--- src/rtl/fifo_arb_pkg.sv ---
// Shared types and helpers for the FIFO write-port arbiter family.
//   arb_state_t : arbiter FSM state (idle / burst owned)
//   onehot()    : index -> one-hot vector (up to MaxReq requesters)
package fifo_arb_pkg;

  typedef enum logic {
    ARB_IDLE  = 1'b0,
    ARB_BURST = 1'b1
  } arb_state_t;

  // Widest requester vector the onehot helper can produce.
  localparam int unsigned MaxReq = 32;

  // Returns a MaxReq-wide one-hot vector; callers slice off the low r bits.
  // An index outside [0, r) yields all zeros.
  function automatic logic [MaxReq-1:0] onehot(input int unsigned idx, input int unsigned r);
    logic [MaxReq-1:0] v;
    v = '0;
    if (idx < r && idx < MaxReq) begin
      v = MaxReq'(1) << idx;
    end
    return v;
  endfunction

endpackage

--- src/rtl/rr_pick.sv ---
// Combinational rotate-priority picker.
//   req_i   : request vector
//   ptr_i   : index with highest priority this cycle
//   idx_o   : first set request scanning ptr_i, ptr_i+1, ... wrapping mod R
//   valid_o : high when any request is set (idx_o is 0 otherwise)
module rr_pick #(
  parameter int unsigned R = 4,
  localparam int unsigned PW = (R > 1) ? $clog2(R) : 1
) (
  input  logic [R-1:0]  req_i,
  input  logic [PW-1:0] ptr_i,
  output logic [PW-1:0] idx_o,
  output logic          valid_o
);

  always_comb begin
    idx_o   = '0;
    valid_o = 1'b0;
    for (int unsigned k = 0; k < R; k++) begin
      logic [PW-1:0] cand;
      cand = PW'((32'(ptr_i) + k) % R);
      if (!valid_o && req_i[cand]) begin
        valid_o = 1'b1;
        idx_o   = cand;
      end
    end
  end

endmodule

--- src/rtl/fifo_wr_arbiter.sv ---
// Round-robin arbiter sharing one synchronous FIFO write port among R producers.
// A grant owns the port for up to BURST words; a one-cycle idle bubble separates bursts.
//   clk_i, rst_i  : clock, synchronous active-high reset
//   req_i, data_i : per-requester write request / data
//   ack_o         : one-hot, word from the granted requester accepted this cycle
//   gnt_o         : registered one-hot grant, zero when idle
//   fifo_full_i   : FIFO full flag (stalls the burst)
//   fifo_wr_o     : FIFO write strobe, fifo_data_o : FIFO write data
//   busy_o        : burst owned, burst_cnt_o : words written in the current burst
module fifo_wr_arbiter #(
  parameter int unsigned n     = 32,
  parameter int unsigned R     = 4,
  parameter int unsigned BURST = 16,
  localparam int unsigned CW   = $clog2(BURST + 1)
) (
  input  logic          clk_i,
  input  logic          rst_i,
  input  logic [R-1:0]  req_i,
  input  logic [n-1:0]  data_i [0:R-1],
  output logic [R-1:0]  ack_o,
  output logic [R-1:0]  gnt_o,
  input  logic          fifo_full_i,
  output logic          fifo_wr_o,
  output logic [n-1:0]  fifo_data_o,
  output logic          busy_o,
  output logic [CW-1:0] burst_cnt_o
);

  import fifo_arb_pkg::*;

  localparam int unsigned PW = (R > 1) ? $clog2(R) : 1;

  arb_state_t    state_q, state_d;
  logic [R-1:0]  gnt_q, gnt_d;
  logic [PW-1:0] gidx_q, gidx_d;
  logic [PW-1:0] ptr_q, ptr_d;
  logic [CW-1:0] cnt_q, cnt_d;

  logic [PW-1:0]     pick_idx;
  logic              pick_valid;
  logic [MaxReq-1:0] pick_oh;
  logic              wr;

  rr_pick #(
    .R(R)
  ) u_pick (
    .req_i  (req_i),
    .ptr_i  (ptr_q),
    .idx_o  (pick_idx),
    .valid_o(pick_valid)
  );

  assign pick_oh = onehot(32'(pick_idx), R);

  // Reset gates the strobe so no word is accepted in the reset cycle.
  assign wr = (state_q == ARB_BURST) & req_i[gidx_q] & ~fifo_full_i & ~rst_i;

  always_ff @(posedge clk_i) begin
    if (rst_i) begin
      state_q <= ARB_IDLE;
      gnt_q   <= '0;
      gidx_q  <= '0;
      ptr_q   <= '0;
      cnt_q   <= '0;
    end else begin
      state_q <= state_d;
      gnt_q   <= gnt_d;
      gidx_q  <= gidx_d;
      ptr_q   <= ptr_d;
      cnt_q   <= cnt_d;
    end
  end

  always_comb begin
    state_d = state_q;
    gnt_d   = gnt_q;
    gidx_d  = gidx_q;
    ptr_d   = ptr_q;
    cnt_d   = cnt_q;
    unique case (state_q)
      ARB_IDLE: begin
        if (pick_valid) begin
          state_d = ARB_BURST;
          gidx_d  = pick_idx;
          gnt_d   = pick_oh[R-1:0];
          cnt_d   = '0;
        end
      end
      ARB_BURST: begin
        if (wr) begin
          cnt_d = cnt_q + 1'b1;
        end
        // Release takes effect even while stalled on full; pointer advances regardless.
        if ((wr && cnt_q == CW'(BURST - 1)) || !req_i[gidx_q]) begin
          state_d = ARB_IDLE;
          gnt_d   = '0;
          cnt_d   = '0;
          ptr_d   = (gidx_q == PW'(R - 1)) ? '0 : gidx_q + 1'b1;
        end
      end
      default: state_d = ARB_IDLE;
    endcase
  end

  always_comb begin
    gnt_o       = gnt_q;
    busy_o      = (state_q == ARB_BURST);
    burst_cnt_o = cnt_q;
    fifo_wr_o   = wr;
    fifo_data_o = wr ? data_i[gidx_q] : '0;
    ack_o       = wr ? gnt_q : '0;
  end

endmodule
--- config.mk ---
export PLATFORM = sky130hd
export DESIGN_NAME = fifo_wr_arbiter
export DESIGN_NICKNAME = d
export VERILOG_FILES = /design/src/rtl/fifo_arb_pkg.sv /design/src/rtl/rr_pick.sv /design/src/rtl/fifo_wr_arbiter.sv
export SDC_FILE = /design/constraint.sdc
export NUM_CORES = 1
export LEC_CHECK = 0
export CAP_MARGIN = 20
export CORE_MARGIN = 3
export CORE_UTILIZATION = 32
export DETAILED_ROUTE_END_ITERATION = 10
export GPL_TIMING_DRIVEN = 0
export PLACE_DENSITY = 0.88
export REMOVE_ABC_BUFFERS = 1
export SLEW_MARGIN = 20
export SYNTH_ARGS = -nofsm -noshare
export SYNTH_HDL_FRONTEND = slang
export SYNTH_SLANG_ARGS = --single-unit
--- constraint.sdc ---
create_clock -name clk_i -period 4.85 [get_ports clk_i]
set_input_delay 0.97 -clock clk_i [delete_from_list [all_inputs] [get_ports clk_i]]
set_output_delay 0.97 -clock clk_i [all_outputs]
set_load 0.05 [all_outputs]
Word-level counts from Yosys, hierarchy flattened
Cells that the tools add are included.

Add/sub/neg operators: 5. Order comparisons: 6. Equal/unequal tests: 5. Shift operators: 1. Mux-type cells: 34. Bitwise gates (word level): 7. Reductions and logical operators: 13.

Operators with widths (number): two-way mux 32 bit (3); binary-select mux 32 bit (select 2 bit) (1); < comparator 2 x 3 -> 1 bit (second input constant) (5); two-way mux 5 bit (3); two-way mux 4 bit (3); two-way mux 1 bit (11); binary-select mux 1 bit (select 2 bit) (5); two-way mux 2 bit (5); case mux 5 bit (2 select lines) (1); case mux 4 bit (2 select lines) (1); AND reduction 2 bit (4); adder 5 x 1 -> 5 bit (second input constant) (1); == test 5 x 4 -> 1 bit (second input constant) (1); adder 2 x 1 -> 2 bit (second input constant) (2); adder 2 bit (second input constant) (2); logical AND 1 bit (4); zero test 1 bit (4); << shifter 1 x 2 -> 4 bit (first input constant) (1); AND 1 bit (3); >= comparator 3 bit (second input constant) (1); inequality test 3 x 1 -> 1 bit (second input constant) (1); inverter 1 bit (3); inverter 2 -> 3 bit (1); == test 2 bit (second input constant) (1); other kinds (4) (4).

Bits in registers: 14.

Depth between registers and ports, before layout
Depth after elaboration: 15. Depth in mapped cells: 7. Mapped depth without buffers: 7.

By module
From an unflattened synthesis, not the netlist that was laid out.

Cells, all modules: 165. Area total of the unflattened synthesis: 1745.4 um^2.

Modules (own cells, without submodules): fifo_wr_arbiter (instances 1, cells an instance 150, area an instance 1667.8 um^2, sequential area each 280.3 um^2); rr_pick (instances 1, cells an instance 15, area an instance 77.6 um^2, sequential area each 0.0 um^2).

Worst setup path before layout
Ideal clock, no wire load.

Path kind: in2out. Start: input port req_i[1]. End: output port fifo_data_o[12]. Arrival time: 2724 ps. Data required time: 3880 ps. Setup slack: 1156 ps. Stages on the path: 5. Buffers on the path: 1. Cell sequence: mux4_2 -> nand2_1 -> nor3_2 -> clkbuf_1 -> and2_1.

Longest elaborated chain between the ends: 6.

Ends and longest elaborated chain: start, declared (RTL line fifo_wr_arbiter.sv:18) `input logic [R-1:0] req_i,`; binary-select mux 1 bit (select 2 bit) (RTL line fifo_wr_arbiter.sv:56) `assign wr = (state_q == ARB_BURST) & req_i[gidx_q] & ~fifo_full_i & ~rst_i;`; two-way mux 1 bit (not written as such) (RTL line fifo_wr_arbiter.sv:56); AND 1 bit (3 in a row) (RTL line fifo_wr_arbiter.sv:56); net fifo_wr_o (RTL line fifo_wr_arbiter.sv:23) `output logic fifo_wr_o,`; two-way mux 32 bit (RTL line fifo_wr_arbiter.sv:110) `fifo_data_o = wr ? data_i[gidx_q] : '0;`; end, declared (RTL line fifo_wr_arbiter.sv:24) `output logic [n-1:0] fifo_data_o,`.

The timed path passes the listed nets, and every way through them passes these cells. The select of a mux whose other input is x is not followed.

Worst setup path after layout
Start: input port req_i[3]. End: output port fifo_data_o[28].

Longest elaborated chain between the ends: 6.

Ends and longest elaborated chain (RTL line): binary-select mux 1 bit (select 2 bit) (fifo_wr_arbiter.sv:56); two-way mux 1 bit (not written as such) (fifo_wr_arbiter.sv:56); AND 1 bit (3 in a row) (fifo_wr_arbiter.sv:56); two-way mux 32 bit (fifo_wr_arbiter.sv:110).

Every way passes these cells. The select of a mux whose other input is x is not followed.

==> results_dict.tcl <==
set metrics [dict create \
    status "finished, final reports clean" \
    htree_levels 1 \
    postPlaceCellArea_um2 3660 \
    dp_cells 406 \
    clock_latency_ns 0.26 \
    hold_violations 0 \
    cts-root-buf "clkbuf_8" \
    worst-path-max-fanout 23 \
    cpPeakStageDelay_ns 0.83 \
    grt_pass1_wl_mm 12.4 \
    period_minus_slack_ns 4.62 \
    area_growth_pct 110 \
    place.gp.congestion 0.856 \
    synth_top_area_cell "mux4_2" \
    ys_warn_count 0 \
    ios 182 \
    yosys.area.top_type_share 0.420 \
    die_x_um 80.4 \
    cp.required_ns 3.88 \
    cts_made_buffers 3 \
    core_region_area_um2 5240 \
    fp.dieH_um 80.4 \
    cts_hold_buf 0 \
    crit_path_frequent_cell "clkdlybuf4s50_1" \
    syn_inst 167 \
    crit_path_start_kind "primary input" \
    drc 0 \
    synth_area_um2 1770 \
    relSlewSlack 0.561 \
    ys_seq_area_frac 0.158 \
    synth_seq_cells 14 \
    arrival_ns 3.65 \
    ant_nets 0 \
    fin_cells 410 \
    synth.top_cells.by_area "mux4_2, dfxtp_1, and2_1" \
    placementRows 26 \
    finalCritPeriodShare 0.953 \
    drt_iter0_markers 94 \
    postCtsSetupRepairBufs 0 \
    synth.distinct_cells 38 \
    rsz0062_at_grt "false" \
    grt_pass1_vias 2249 \
    crit_chain "clkdlybuf4s50_1, mux4_2, nand2_1, nor3_4, buf_8, and2_1, clkdlybuf4s50_1" \
    num_vias 2184 \
    tightestPinTransition_ns 0.659 \
    stdcell_area_um2 3720 \
    finalSetupViolCount 0 \
    powerDensity_nw_per_um2 147 \
    clock.fmax_mhz 216 \
    total_power_w 0.000545 \
    skew_ns 0.000961 \
    regToRegSetupSlack_ns 2.50 \
    port_buffers 181 \
    cts_tree "built" \
    n_antenna_cell 0 \
    clock_sinks 14 \
    cap_viol_max_count 0 \
    clkTransAtPathRegs_ns 0.06 \
    layout-drive-gt1-share 0.138 \
    drt-total-wl_mm 8.22 \
    clockBufferDepth 2 \
    postSynthAreaPerCell_um2 10.6 \
    hpwl_mm 6.91 \
    cpMaxStageDelayCell "clkdlybuf4s50_1" \
    grt_util_all_layers 0.253 \
    critPathCaptureType "output port" \
    fin_nets 479 \
    cts_resized 0 \
    slew_viol_final 0 \
    via_per_inst 5.33 \
    fp.dieArea_um2 6460 \
    firstDrtPassIters 4 \
    worstSetupPathType "primary input to output port" \
    grt_max_degree 37 \
    wl_per_cell_um 20.1 \
    p_leak_nw 1.27 \
    fill_cells 407 \
    initial_core_util 0.338 \
    ir_drop_uv 184 \
    grt.overflow.total 0 \
    hold_path.class "flip-flop to flip-flop" \
    antenna_found_initial 0 \
]
per-layer routing:
metal,vias up,track usage,part of all wire
li1,1011,-,-
met3,23,0.0706,0.094
met5,-,0,0
met2,109,0.453,0.51
met1,1041,0.283,0.36
met4,0,0.0980,0.034
cell usage after synthesis, drive strengths merged:
cell type,count
or2,1
o21a,2
o211a,1
a21boi,1
mux2i,2
nor4b,2
or3b,1
a31o,2
o22ai,1
ha,3
a21o,1
and3,1
mux4,33
o41ai,1
buf,3
nand2b,2
o21ai,2
nor2b,2
clkbuf,11
nor4,1
o211ai,2
or4,2
o31ai,3
nor3,5
dfxtp,14
or3,2
o221ai,1
a311oi,1
a21oi,11
o22a,1
nand3,1
nor2,5
and2,36
nand2,4
a32o,2
inv,4
power breakdown:
| part | internal [W] | leakage (nW) | switching (W) |
|---|---|---|---|
| Combinational | 0.000183 | 1.13 | 0.0000985 |
| Sequential | 0.000122 | 0.115 | 0.0000222 |
| Clock | 0.0000722 | 0.0288 | 0.0000477 |
| Total | 0.000377 | 1.27 | 0.000168 |
through the flow:
| stage | worst slack [ns] | hold WS [ns] | util | setup TNS [ns] |
|---|---|---|---|---|
| after detailed placement | 0.229 | 0.497 | 0.699 | 0 |
| after global placement | -1.30 | 0.484 | 0.689 | -47.28 |
| after global routing | 0.0809 | 0.536 | 0.710 | 0 |
| after CTS | 0.236 | 0.512 | 0.710 | 0 |
| final | 0.228 | 0.511 | 0.710 | 0 |
| after floorplan | -0.0967 | 0.480 | - | -3.46 |
layout make-up:
cell class | instances | area, um2 | share of cell area
Clock buffer | 4 | 55.1 | 0.0148
Inverter | 4 | 15.0 | 0.00404
Multi-Input combinational cell | 135 | 1420 | 0.382
Sequential cell | 14 | 285 | 0.0767
Tap cell | 70 | 87.6 | 0.0236
Timing Repair Buffer | 183 | 1850 | 0.499
path summary, 6_finish.rpt:
check | start | depth (start not counted) | endpoint
setup / recovery | req_i[3] | 7 | fifo_data_o[28]
setup reg to reg | gidx_q[0] | 4 | ptr_q[1]
hold reg to reg | gnt_o[0] | 1 | gnt_o[0]
hold / removal | gnt_o[0] | 1 | gnt_o[0]
critical path: cells and delay by family:
kind,cells,cell delay (ns)
buffers and inverters,3,1.65
AND/OR/NAND/NOR,3,0.68
multiplexers,1,0.34
kinds of logic after synthesis:
| family | share of synthesized area |
|---|---|
| fa+ha+maj | 0.0212 |
| flops | 0.158 |
| simple gates | 0.221 |
| mux | 0.431 |
| buf+inv | 0.0424 |
| compound gates | 0.125 |
registers in the layout, indices dropped and copies added (netlist names):
register,flops
gidx_q,2
burst_cnt_o,5
gnt_o,4
busy_o,1
ptr_q,2
placed cells by master, fill, tap and decap left out, types with 4 or more instances in the layout:
cell type	netlist	routed
nor2_1	5	5
clkdlybuf4s50_1	0	181
inv_1	4	4
a21oi_1	11	11
clkbuf_8	0	4
dfxtp_1	14	12
nor3_1	4	4
mux4_2	33	33
nand2_1	4	4
and2_1	36	36
Note: power is estimated with default switching activity, not from simulation.
